$ cat config.mk
export PLATFORM = sky130hd
export DESIGN_NAME = ctrl_unit
export DESIGN_NICKNAME = d
export VERILOG_FILES = /design/src/rtl/ctrl_unit.sv
export SDC_FILE = /design/constraint.sdc
export NUM_CORES = 1
export LEC_CHECK = 0
export CELL_PAD_IN_SITES_DETAIL_PLACEMENT = 1
export CELL_PAD_IN_SITES_GLOBAL_PLACEMENT = 2
export CORE_ASPECT_RATIO = 1.4
export CORE_UTILIZATION = 25
export DETAILED_ROUTE_END_ITERATION = 10
export HOLD_SLACK_MARGIN = 0.03
export PLACE_DENSITY_LB_ADDON = 0.1
export SYNTH_ARGS = -nofsm -noshare
export SYNTH_HDL_FRONTEND = slang
export SYNTH_SLANG_ARGS = --single-unit
$ cat constraint.sdc
create_clock -name clk -period 1.7 [get_ports clk]
set_clock_uncertainty 0.15 [all_clocks]
set_input_delay 0.34 -clock clk [delete_from_list [all_inputs] [get_ports clk]]
set_output_delay 0.34 -clock clk [all_outputs]
set_load 0.02 [all_outputs]
$ cat src/rtl/ctrl_unit.sv
// ctrl_unit: multi-cycle instruction sequencer for the 8-bit processor.
// Fetches instruction and operand bytes over a req/ack memory port, drives
// the 5-bit ALU select and the accumulator/operand load strobes, and holds
// the program counter and a carry flag captured from the ALU.
//
// Ports:
//   clk        rising-edge clock
//   rst_n      synchronous active-low reset
//   mem_rdata  memory read data (valid with mem_ack while mem_we=0)
//   mem_ack    completes the current access when mem_req=1
//   carry      ALU carry out
//   mem_req    access request, held until ack
//   mem_we     write qualifier (write data = ALU pass-A output)
//   mem_addr   access address
//   alu        ALU select
//   acc_ld     load accumulator from ALU output
//   b_ld       load operand register from mem_rdata
//   pc         program counter
//   halted     sequencer is in HALT
//   illegal    sticky undefined-opcode flag
//
// Parameter: RESET_PC - PC value loaded at reset.
// Build option: CTRL_ILLEGAL_TRAP_EN - when defined, opcodes 9..E trap to
// HALT and set illegal; otherwise they execute as NOP and illegal is 0.

module ctrl_unit #(
  parameter logic [7:0] RESET_PC = 8'h00
) (
  input  logic       clk,
  input  logic       rst_n,
  input  logic [7:0] mem_rdata,
  input  logic       mem_ack,
  input  logic       carry,
  output logic       mem_req,
  output logic       mem_we,
  output logic [7:0] mem_addr,
  output logic [4:0] alu,
  output logic       acc_ld,
  output logic       b_ld,
  output logic [7:0] pc,
  output logic       halted,
  output logic       illegal
);

  typedef enum logic [2:0] {
    S_RST,
    S_FETCH,
    S_DECODE,
    S_OPADDR,
    S_OPDATA,
    S_EXEC,
    S_STORE,
    S_HALT
  } state_t;

  localparam logic [3:0] OP_NOP = 4'h0;
  localparam logic [3:0] OP_ADD = 4'h1;
  localparam logic [3:0] OP_AND = 4'h2;
  localparam logic [3:0] OP_SUB = 4'h3;
  localparam logic [3:0] OP_INC = 4'h4;
  localparam logic [3:0] OP_LDA = 4'h5;
  localparam logic [3:0] OP_STA = 4'h6;
  localparam logic [3:0] OP_JMP = 4'h7;
  localparam logic [3:0] OP_JC  = 4'h8;
  localparam logic [3:0] OP_HLT = 4'hF;

  localparam logic [4:0] ALU_ADD  = 5'b00000;
  localparam logic [4:0] ALU_AND  = 5'b00001;
  localparam logic [4:0] ALU_PASS = 5'b00010;
  localparam logic [4:0] ALU_LDA  = 5'b00011;
  localparam logic [4:0] ALU_SUB  = 5'b01100;
  localparam logic [4:0] ALU_INC  = 5'b10100;

  state_t     state;
  // Only the opcode nibble of the instruction register is kept; the low
  // nibble of an instruction byte never influences behaviour.
  logic [3:0] ir_op;
  logic [7:0] oa;
  logic       c_flag;
  logic [7:0] pc_inc;

  assign pc_inc = pc + 8'd1;

`ifdef CTRL_ILLEGAL_TRAP_EN
  logic illegal_q;
  assign illegal = illegal_q;
`else
  assign illegal = 1'b0;
`endif

  always_ff @(posedge clk) begin
    if (!rst_n) begin
      state  <= S_RST;
      pc     <= RESET_PC;
      ir_op  <= '0;
      oa     <= '0;
      c_flag <= 1'b0;
`ifdef CTRL_ILLEGAL_TRAP_EN
      illegal_q <= 1'b0;
`endif
    end else begin
      case (state)
        S_RST: state <= S_FETCH;

        S_FETCH: begin
          if (mem_ack) begin
            ir_op <= mem_rdata[7:4];
            pc    <= pc_inc;
            state <= S_DECODE;
          end
        end

        S_DECODE: begin
          case (ir_op)
            OP_NOP: state <= S_FETCH;
            OP_INC: state <= S_EXEC;
            OP_HLT: state <= S_HALT;
            OP_ADD, OP_AND, OP_SUB, OP_LDA,
            OP_STA, OP_JMP, OP_JC: state <= S_OPADDR;
            default: begin
`ifdef CTRL_ILLEGAL_TRAP_EN
              illegal_q <= 1'b1;
              state     <= S_HALT;
`else
              state     <= S_FETCH;
`endif
            end
          endcase
        end

        S_OPADDR: begin
          if (mem_ack) begin
            oa <= mem_rdata;
            case (ir_op)
              OP_JMP: begin
                pc    <= mem_rdata;
                state <= S_FETCH;
              end
              OP_JC: begin
                pc    <= c_flag ? mem_rdata : pc_inc;
                state <= S_FETCH;
              end
              OP_STA: begin
                pc    <= pc_inc;
                state <= S_STORE;
              end
              default: begin
                pc    <= pc_inc;
                state <= S_OPDATA;
              end
            endcase
          end
        end

        S_OPDATA: if (mem_ack) state <= S_EXEC;

        S_EXEC: begin
          if (ir_op == OP_ADD || ir_op == OP_SUB || ir_op == OP_INC)
            c_flag <= carry;
          state <= S_FETCH;
        end

        S_STORE: if (mem_ack) state <= S_FETCH;

        S_HALT: state <= S_HALT;

        default: state <= S_RST;
      endcase
    end
  end

  always_comb begin
    mem_req  = 1'b0;
    mem_we   = 1'b0;
    mem_addr = '0;
    alu      = ALU_PASS;
    acc_ld   = 1'b0;
    b_ld     = 1'b0;
    halted   = 1'b0;
    case (state)
      S_FETCH, S_OPADDR: begin
        mem_req  = 1'b1;
        mem_addr = pc;
      end
      S_OPDATA: begin
        mem_req  = 1'b1;
        mem_addr = oa;
        b_ld     = mem_ack;
      end
      S_EXEC: begin
        acc_ld = 1'b1;
        case (ir_op)
          OP_ADD:  alu = ALU_ADD;
          OP_AND:  alu = ALU_AND;
          OP_SUB:  alu = ALU_SUB;
          OP_INC:  alu = ALU_INC;
          OP_LDA:  alu = ALU_LDA;
          default: alu = ALU_PASS;
        endcase
      end
      S_STORE: begin
        mem_req  = 1'b1;
        mem_we   = 1'b1;
        mem_addr = oa;
      end
      S_HALT: halted = 1'b1;
      default: ;
    endcase
  end

endmodule
==> results of run 1 <==
through the flow:
stage               std cells  total power, mW  instance area, um2  TNS, ps  util [%]
global placement          339            0.932                2350   -11430      37.6
CTS                       353             1.44                2640    -5030      42.2
global route              361             1.51                2790    -6330      44.6
detailed placement        339            0.942                2350   -13530      37.6
finish                    361             1.45                2790    -4690      44.6
floorplan                 206            0.806                1680     -350         -
final cells by class:
| type | count | area [um2] | share of cell area, % |
|---|---|---|---|
| clock buffer | 4 | 55.1 | 1.97 |
| inverter | 6 | 22.5 | 0.808 |
| multi-input combinational | 156 | 1190 | 42.7 |
| sequential | 26 | 541 | 19.4 |
| tap | 72 | 90.1 | 3.23 |
| timing repair buffer | 97 | 891 | 31.9 |
flip-flops by register name, summed over array words and instances, names as in the netlist, named ones only:
register,count
pc,8
state,3
ir_op,4
c_flag,1
oa,8
worst reg2reg max path, stage by stage (launching register included):
cell and delay, ps:
dfxtp_2 340, buf_6 110, buf_6 110, nand4bb_4 310, mux2i_4 290, or4b_4 530
o221ai_2 80
per-layer routing:
layer / routed length [um] / global-route usage, % / share of wire (%)
met1: 2590 / 21.6 / 39
met2: 3820 / 40.8 / 58
met3: 139 / 1.66 / 2.1
met4: 62 / 4.62 / 0.94
met5: 0 / 0 / 0
timing repair:
item,in CTS,in global routing
buffers inserted,11,9
cloned,2,0
gates resized for setup,162,28
setup endpoints to repair,45,38
pin swaps,27,19
cells in the mapped netlist, drive strengths merged:
library cell	count
nand3	8
nand2b	1
clkbuf	8
o31a	1
nand4bb	1
o21ai	8
and2	3
conb	1
nand3b	4
a21oi	12
a41oi	1
nor4bb	3
nor4	4
or2	3
a31oi	8
o211ai	2
nand2	36
o22ai	5
or3	2
a211oi	1
ha	1
or3b	1
mux2i	6
a2111o	1
dfxtp	26
o311ai	1
a21boi	2
a22o	8
and3	3
inv	6
buf	10
o221ai	1
nand4b	1
nor2b	6
o21a	3
nor2	9
or4b	2
nand4	4
nor3b	3
kinds of logic after synthesis:
kind of cell	after synthesis	synth area share, %
flip-flops	26	32.1
buffers and inverters	24	6.88
AO/OA/AOI/OAI	54	23.7
other	1	0.232
multiplexers	6	4.48
adder cells (fa/ha/maj)	1	0.773
AND/OR/NAND/NOR	94	31.8
path summary, 6_finish.rpt:
check            from   endpoint  slack (ps)
min reg2reg     oa[3]      oa[3]         310
max reg2reg  state[1]  flip-flop        -290
max          state[1]  flip-flop        -290
min             oa[3]      oa[3]         310
power by group through the flow:
stage,clock [mW],combinational (mW),sequential [mW]
6_report,0.428,0.365,0.653
5_1_grt,0.464,0.390,0.656
4_1_cts,0.453,0.334,0.651
3_5_place_dp,0,0.278,0.664
3_3_place_gp,0,0.269,0.662
2_1_floorplan,0,0.144,0.662
==> out/qor.yml, run 1 <==
status:
  status: "complete, but fails checks"
  violations: "negative setup slack"
setup_path:
  cp-end-kind: "flip-flop"
  crit_cells: 6
  path_max_fanout: 4
  rr_worst_depth: 6
  slowest_delay_ps: 530
  cp_common_cell: "buf_6"
  crit_chain: "buf_6 -> buf_6 -> nand4bb_4 -> mux2i_4 -> or4b_4 -> o221ai_2"
  cp.arrival_ps: 2050
  critPathLaunchType: "flip-flop"
  cpLargestDelayFamily: "simple AND/OR/NAND/NOR gates"
  worstSetupPathType: "flip-flop to flip-flop"
  required_ps: 1760
  slowest_stage: "or4b_4"
  timing.critical_path.buf_inv: 2
global_route:
  grt-ovfl-total: 0
  grt_pass1_wl_mm: 10.7
  antenna_found_initial: 0
  groute.usage.overall_pct: 20.1
  grt_pass1_vias: 2001
  grt_max_degree: 15
pwr:
  max-vdd-ir-drop_mv: 0.345
  sequentialPowerShare_pct: 45.1
  p_leak_nw: 1.12
  comb_power_share_pct: 25.2
  p_clk_share_pct: 29.6
  p_switching_uw: 418
  swShare_pct: 28.9
  internal-power_mw: 1.03
  powerDensity_mw_per_mm2: 519
synth:
  ys_ff_latch: 26
  yosysUniqueCellTypes: 53
  ys_seq_area_share_pct: 32.1
  yosysTopAreaCellShare_pct: 32.1
  syn_area_per_cell_um2: 7.86
  synthesis.area_mm2: 0.00162
  yosys_warnings: 0
  synth_nets: 219
  synth_area_leaders: "dfxtp_1 32%, nand2_1 8.1%, a22o_1 4.3%"
  synthCells: 206
  yosysTopAreaCell: "dfxtp_1"
route:
  drt_iter0_markers: 68
  ant_nets: 0
  wirelength_mm: 6.62
  vias: 1857
  viasPerCell: 5.14
  drc: 0
  wl_per_cell_um: 18.3
  firstDrtPassIters: 4
worst_hold_path:
  whs_path_depth: 2
  hold_path_class: "flip-flop to flip-flop"
finish:
  final_cell_mix: "45 x buf_4, 33 x nand2_1, 33 x buf_6"
  nets: 303
  syn_to_final_growth_pct: 72.3
  n_antenna_cell: 0
  drive_gt1_share_pct: 46.0
  final_common_cell: "buf_4"
  nFillCells: 746
cts:
  clk_pin_slew_ps: 100
  htreeDepth: 1
  clock_sinks: 26
  hold_buffers: 0
  cts_tree: "built"
  numCtsBuffers: 3
  root_buffer: "clkbuf_8"
  clockBufferDepth: 2
  clock_latency_ps: 280
die:
  ioPinCount: 39
  coreArea_mm2: 0.00625
  start_util_pct: 25.9
  fp.dieArea_mm2: 0.00681
  die_h_um: 97.2
  num_rows: 34
  die_w_um: 70.0
place:
  hpwl_mm: 4.51
  port_buffers: 37
  gp_congestion: 0.798
  place_ws_ps: -606
timing:
  fin_crit_ps: 1990
  setup_viol_count_final: 28
  rsz0062_at_grt: "yes"
  setup_slack_ps: -290
  finalHoldViolations: 0
  whs_ps: 311
  finalMaxSlewViolations: 0
  post-route-period-util_pct: 117
  max_freq_ghz: 0.502
job:
  cap_violations: 0
Power figures use the tool's default switching activity.
==> inputs of run 2 (changes only) <==
--- a/config.mk
+++ b/config.mk
@@ -9,6 +9,7 @@
 export CELL_PAD_IN_SITES_GLOBAL_PLACEMENT = 2
 export CORE_ASPECT_RATIO = 1.4
 export CORE_UTILIZATION = 25
+export CTS_CLUSTER_SIZE = 10
 export DETAILED_ROUTE_END_ITERATION = 10
 export HOLD_SLACK_MARGIN = 0.03
 export PLACE_DENSITY_LB_ADDON = 0.1
==> results of run 2 <==
Final layout, timing and power as in run 1 (identical DEF).
